File: config.mk
export PLATFORM = sky130hd
export DESIGN_NAME = frame_seq_ctrl
export DESIGN_NICKNAME = d
export VERILOG_FILES = /design/src/rtl/frame_seq_pkg.sv /design/src/rtl/sig_edge_det.sv /design/src/rtl/frame_seq_ctrl.sv
export SDC_FILE = /design/constraint.sdc
export NUM_CORES = 1
export LEC_CHECK = 0
export ABC_AREA = 1
export CORE_ASPECT_RATIO = 0.9
export CORE_UTILIZATION = 52
export DETAILED_ROUTE_END_ITERATION = 10
export GPL_ROUTABILITY_DRIVEN = 0
export GPL_TIMING_DRIVEN = 0
export HOLD_SLACK_MARGIN = 0.06
export PLACE_DENSITY = 0.84
export SYNTH_ARGS = -nofsm -noshare
export SYNTH_HDL_FRONTEND = slang
export SYNTH_SLANG_ARGS = --single-unit
File: constraint.sdc
create_clock -name iCLK -period 2.3 [get_ports iCLK]
set_input_delay 0.345 -clock iCLK [delete_from_list [all_inputs] [get_ports iCLK]]
set_output_delay 0.345 -clock iCLK [all_outputs]
set_load 0.005 [all_outputs]
File: src/rtl/frame_seq_pkg.sv
// Shared types and widths for the frame sequencer slice.
package frame_seq_pkg;

  localparam int PIX_W  = 12;
  localparam int CONT_W = 16;
  localparam int FCNT_W = 32;

  typedef enum logic [1:0] {
    IDLE   = 2'd0,
    ARMED  = 2'd1,
    ACTIVE = 2'd2
  } seq_state_t;

endpackage

File: src/rtl/sig_edge_det.sv
// Registered edge detector: remembers last cycle's level and flags
// rising/falling transitions combinationally against the current input.
module sig_edge_det
  import frame_seq_pkg::*;
(
  input  logic clk_i,
  input  logic rst_ni,
  input  logic sig_i,
  output logic rise_o,
  output logic fall_o
);

  logic sig_q;

  always_ff @(posedge clk_i) begin
    if (!rst_ni) begin
      sig_q <= 1'b0;
    end else begin
      sig_q <= sig_i;
    end
  end

  assign rise_o = sig_i & ~sig_q;
  assign fall_o = ~sig_i & sig_q;

endmodule

File: src/rtl/frame_seq_ctrl.sv
// Sensor-to-imgproc frame sequencer: arms on request, captures whole frames
// only, and emits per-pixel valid plus column/row coordinates.
module frame_seq_ctrl
  import frame_seq_pkg::*;
#(
  parameter int unsigned WIDTH  = 1280,
  parameter int unsigned HEIGHT = 960
) (
  input  logic              iCLK,
  input  logic              iRST,
  input  logic              iFVAL,
  input  logic              iLVAL,
  input  logic [PIX_W-1:0]  iDATA,
  input  logic              iSTART,
  input  logic              iSTOP,
  input  logic              iSW,
  output logic [PIX_W-1:0]  oDATA,
  output logic              oDVAL,
  output logic [CONT_W-1:0] oX_Cont,
  output logic [CONT_W-1:0] oY_Cont,
  output logic              oSW,
  output logic              oSOF,
  output logic              oEOF,
  output logic [FCNT_W-1:0] oFrame_Cont,
  output logic              oBusy
);

  seq_state_t state_q, state_d;

  logic fval_rise, fval_fall, lval_rise, lval_fall;
  logic active, frame_end, accept;
  logic [CONT_W-1:0] x_base;

  logic [PIX_W-1:0]  data_q, data_d;
  logic              dval_q, dval_d;
  logic [CONT_W-1:0] xo_q, xo_d, yo_q, yo_d;
  logic [CONT_W-1:0] x_cnt_q, x_cnt_d, y_cnt_q, y_cnt_d;
  logic              sw_q, sw_d, sof_q, sof_d, eof_q, eof_d;
  logic              stop_pending_q, stop_d;
  logic [FCNT_W-1:0] frame_cnt_q, fcnt_d;

  sig_edge_det u_fval_edge (
    .clk_i  (iCLK),
    .rst_ni (iRST),
    .sig_i  (iFVAL),
    .rise_o (fval_rise),
    .fall_o (fval_fall)
  );

  sig_edge_det u_lval_edge (
    .clk_i  (iCLK),
    .rst_ni (iRST),
    .sig_i  (iLVAL),
    .rise_o (lval_rise),
    .fall_o (lval_fall)
  );

  // A new line always starts counting at column 0, even if the count drifted.
  assign x_base    = lval_rise ? '0 : x_cnt_q;
  assign active    = (state_q == ACTIVE);
  assign frame_end = active && fval_fall;
  assign accept    = active && iFVAL && iLVAL &&
                     (x_base < CONT_W'(WIDTH)) && (y_cnt_q < CONT_W'(HEIGHT));

  always_ff @(posedge iCLK) begin
    if (!iRST) begin
      state_q <= IDLE;
    end else begin
      state_q <= state_d;
    end
  end

  always_comb begin
    state_d = state_q;
    unique case (state_q)
      IDLE:    if (iSTART && !iSTOP) state_d = ARMED;
      ARMED: begin
        if (iSTOP)          state_d = IDLE;
        else if (fval_rise) state_d = ACTIVE;
      end
      ACTIVE:  if (fval_fall) state_d = (stop_pending_q || iSTOP) ? IDLE : ARMED;
      default: state_d = IDLE;
    endcase
  end

  always_comb begin
    data_d = data_q;
    xo_d   = xo_q;
    yo_d   = yo_q;
    dval_d = accept;
    if (accept) begin
      data_d = iDATA;
      xo_d   = x_base;
      yo_d   = y_cnt_q;
    end

    sof_d  = (state_q == ARMED) && (state_d == ACTIVE);
    eof_d  = frame_end;
    sw_d   = sof_d ? iSW : sw_q;
    fcnt_d = frame_cnt_q;
    if (frame_end) fcnt_d = frame_cnt_q + 1'b1;

    x_cnt_d = x_cnt_q;
    y_cnt_d = y_cnt_q;
    if (sof_d) begin
      x_cnt_d = '0;
      y_cnt_d = '0;
    end else if (active) begin
      if (lval_fall)   x_cnt_d = '0;
      else if (accept) x_cnt_d = x_base + 1'b1;
      else             x_cnt_d = x_base;
      if (lval_fall && (y_cnt_q < CONT_W'(HEIGHT))) y_cnt_d = y_cnt_q + 1'b1;
    end

    // A stop seen any time during the frame is honoured at its end.
    stop_d = 1'b0;
    if (active && !frame_end) stop_d = stop_pending_q || iSTOP;
  end

  always_ff @(posedge iCLK) begin
    if (!iRST) begin
      data_q         <= '0;
      dval_q         <= 1'b0;
      xo_q           <= '0;
      yo_q           <= '0;
      x_cnt_q        <= '0;
      y_cnt_q        <= '0;
      sw_q           <= 1'b0;
      sof_q          <= 1'b0;
      eof_q          <= 1'b0;
      stop_pending_q <= 1'b0;
      frame_cnt_q    <= '0;
    end else begin
      data_q         <= data_d;
      dval_q         <= dval_d;
      xo_q           <= xo_d;
      yo_q           <= yo_d;
      x_cnt_q        <= x_cnt_d;
      y_cnt_q        <= y_cnt_d;
      sw_q           <= sw_d;
      sof_q          <= sof_d;
      eof_q          <= eof_d;
      stop_pending_q <= stop_d;
      frame_cnt_q    <= fcnt_d;
    end
  end

  assign oDATA       = data_q;
  assign oDVAL       = dval_q;
  assign oX_Cont     = xo_q;
  assign oY_Cont     = yo_q;
  assign oSW         = sw_q;
  assign oSOF        = sof_q;
  assign oEOF        = eof_q;
  assign oFrame_Cont = frame_cnt_q;
  assign oBusy       = (state_q != IDLE);

endmodule

==> flow_metrics.py <==
metrics = {
    "outcome": {
        "status": "completed",
    },
    "die": {
        "die_area_um2": 10700,
        "io_pins": 100,
        "row_count": 34,
        "core_um2": 9830,
        "die_h_um": 98.3,
        "die_w_um": 109,
        "initial_core_util_pct": 54.5,
    },
    "sta": {
        "fin_setup_tns_ps": 0,
        "slew_violations": 0,
        "setup_viol": 0,
        "worstMarginPinSlew_ps": 662,
        "period_share_pct": 89.3,
        "clock_skew_ps": 4.48,
        "relSlewSlack_pct": 55.9,
        "hold_violations": 0,
        "max_freq_mhz": 487,
        "min_period_ps": 2050,
        "rsz0062_at_grt": "false",
    },
    "synth": {
        "synth_nets": 804,
        "synth_top_area_cell": "dfxtp_1",
        "ys_ff_latch": 117,
        "synth_cell_types": 35,
        "yosys_warnings": 0,
        "yosys.area.top_type_share_pct": 43.7,
        "syn-cell-area_um2": 5360,
        "netlist_top_cells_area": "dfxtp_1 (44%), nand2_1 (12%), nor2_1 (8.0%), inv_1 (6.8%), a21oi_1 (5.7%)",
        "syn_area_per_cell_um2": 6.85,
        "netlist_instances": 782,
        "yosysSeqAreaShare_pct": 43.7,
    },
    "clocking": {
        "postCtsHoldBufs": 0,
        "post_cts_buffers": 0,
        "cts_tree": "built",
        "clkTransAtPathRegs_ps": 50,
        "cts_buffers": 17,
        "cts_htree_levels": 4,
        "cts_sinks": 117,
        "root_buffer": "clkbuf_16",
        "clk_path_buf_depth": 2,
        "clock_latency_ps": 410,
    },
    "place": {
        "dp_cells": 1006,
        "hpwlAfterDp_um": 10300,
        "io_buffers": 98,
    },
    "critical_path": {
        "path_class": "register to register",
        "rr_startpoint": "u_lval_edge.sig_q",
        "r2r-end": "x_cnt_q[10]",
        "path_max_fanout": 19,
        "max_stage_delay_ps": 330,
        "cp.arrival_ps": 2390,
        "crit_path_frequent_cell": "nand2_1",
        "setup.worst_path.end_class": "register",
        "cp_num_buf_inv": 3,
        "crit_family": "simple AND/OR/NAND/NOR gates",
        "startpoint_type": "register",
        "path_cells": "inv_1 -> nand2_2 -> buf_8 -> nand2_1 -> inv_1 -> ha_1 -> nand2_1 -> nor2_2 -> nand2_1 -> nor2_2 -> nand3_1 -> o21ai_1 -> nand2_1 -> a21oi_1",
        "worstPathRequired_ps": 2640,
        "rrSetupSlack_ps": 250,
        "r2r.worst_path.cells": 14,
        "cpMaxStageDelayCell": "dfxtp_1",
    },
    "cells_and_area": {
        "diodes": 0,
        "post-route-util_pct": 72.0,
        "nNetsFinal": 920,
        "final_common_cell": "nand2_1",
        "fin_cells": 1037,
        "layout-drive-gt1-share_pct": 7.14,
        "nFillCells": 785,
        "multi_input_area_um2": 2510,
        "seq_area_um2": 2340,
        "mostFrequentLayoutCells": "nand2_1 (176), dfxtp_1 (117), nor2_1 (112), inv_1 (97), clkdlybuf4s50_1 (97)",
        "synthToLayoutAreaGrowth_pct": 32.0,
    },
    "hold_path": {
        "hold_path_end": "y_cnt_q[12]",
        "min-delay-start": "y_cnt_q[12]",
        "hold_depth": 2,
        "hold_path.class": "register to register",
    },
    "global_route": {
        "grt_usage_pct": 27.7,
        "antenna_found_initial": 0,
        "gr-total-overflow": 0,
        "grt_pass1_vias": 4877,
        "grt_pass1_wl_um": 23000,
        "grt_start_max_net_pins": 20,
    },
    "route": {
        "num_vias": 5482,
        "first_iter_violations": 390,
        "drc_errors": 0,
        "antenna_left": 0,
        "drt-vias-per-instance": 5.29,
        "wl_per_cell_um": 13.7,
        "drt_wl_total_um": 14200,
        "firstDrtPassIters": 5,
    },
    "flow_run": {
        "cap_violations": 0,
    },
    "pwr": {
        "leakagePower_nw": 2.70,
        "p_total_mw": 4.70,
        "power_density_nw_per_um2": 664,
        "vdd_drop_max_mv": 0.513,
    },
}
worst reg2reg max path: cells and delay by family, from the launching register on:
| family | cells | cell delay (ps) |
|---|---|---|
| flip-flops | 1 | 330 |
| AND/OR/NAND/NOR | 8 | 850 |
| AO/OA/AOI/OAI | 2 | 300 |
| buffers and inverters | 3 | 320 |
| adder cells (fa/ha/maj) | 1 | 180 |
cell usage after synthesis:
master and count:
buf_1 4, o21ai_0 49, clkinv_1 1, a211oi_2 3
inv_2 4, nor2_1 114, clkbuf_1 13, buf_4 1
nand2_4 1, ha_1 3, nor2_4 4, a221oi_1 1
nand2_2 6, buf_2 6, nand4_1 9, a2111oi_0 1
nand3_1 56, xor2_1 5, o211ai_1 1, a31oi_1 1
buf_6 2, xnor2_1 1, o21ai_1 1, nand2_1 176
nor3b_1 3, nor2_2 3, inv_1 97, a21oi_1 61
o22ai_1 1, nor3_1 24, nand3b_1 5, nand3_2 3
dfxtp_1 117, a31o_2 1, a211oi_1 4
flip-flops by register name, indices dropped and copies added (netlist names):
signal,cells
oDATA,12
oDVAL,1
oEOF,1
oFrame_Cont,32
oSOF,1
oSW,1
oX_Cont,16
oY_Cont,16
state_q,2
stop_pending_q,1
u_fval_edge.sig_q,1
u_lval_edge.sig_q,1
x_cnt_q,16
y_cnt_q,16
timing repair:
item	CTS	global route
setup endpoints to repair	2	1
pin swaps	0	0
resized for setup	1	3
cell families (layout without fill, tap and decap cells):
| group | Yosys count | in the layout | share of synthesized area (%) |
|---|---|---|---|
| AND/OR/NAND/NOR | 404 | 404 | 32.6 |
| buffers and inverters | 128 | 257 | 9.46 |
| AO/OA/AOI/OAI | 124 | 124 | 12.5 |
| flip-flops | 117 | 117 | 43.7 |
| XOR/XNOR | 6 | 6 | 0.981 |
| adder cells (fa/ha/maj) | 3 | 3 | 0.701 |
final cells by class:
type / count / share of cell area, %
Tap cell: 126 / 2.23
Multi-Input combinational cell: 537 / 35.5
Inverter: 102 / 5.41
Clock inverter: 8 / 1.03
Clock buffer: 24 / 7.09
Buffer: 25 / 1.73
Timing Repair Buffer: 98 / 13.9
Sequential cell: 117 / 33.1
per-stage QoR:
step / setup slack (ps) / instance area (um^2) / hold slack, ps
final: 247 / 7070 / 425
after global routing: 23.6 / 7070 / 453
after CTS: 179 / 7060 / 427
after detailed placement: -583 / 6490 / 419
after global placement: -589 / 6490 / 415
after floorplan: 394 / 5360 / 408
routing by layer:
metal  GRT usage, %  share of wire, %  vias to the layer above
li1               -                 -                     2741
met1           37.1                44                     2480
met2           43.1                44                      240
met3           8.81                10                       21
met4           7.07               1.2                        0
met5              0                 0                        -
power breakdown:
part           switching, mW  internal [mW]  leakage [nW]
clock                  0.903           1.62         0.278
combinational         0.0819         0.0532          1.48
sequential           0.00432           2.04         0.943
how the worst max path moves through the flow:
stage               slack [ps]         startpoint  depth (start not counted)     endpoint
global placement          -590              iLVAL                         15  x_cnt_q[10]
detailed placement        -580              iLVAL                         15  x_cnt_q[10]
finish                     250  u_lval_edge.sig_q                         14  x_cnt_q[10]
CTS                        180  u_lval_edge.sig_q                         14  x_cnt_q[10]
floorplan                  390  u_lval_edge.sig_q                         15  x_cnt_q[10]
global route                20  u_lval_edge.sig_q                         14  x_cnt_q[10]
Note: power is estimated with default switching activity, not from simulation.
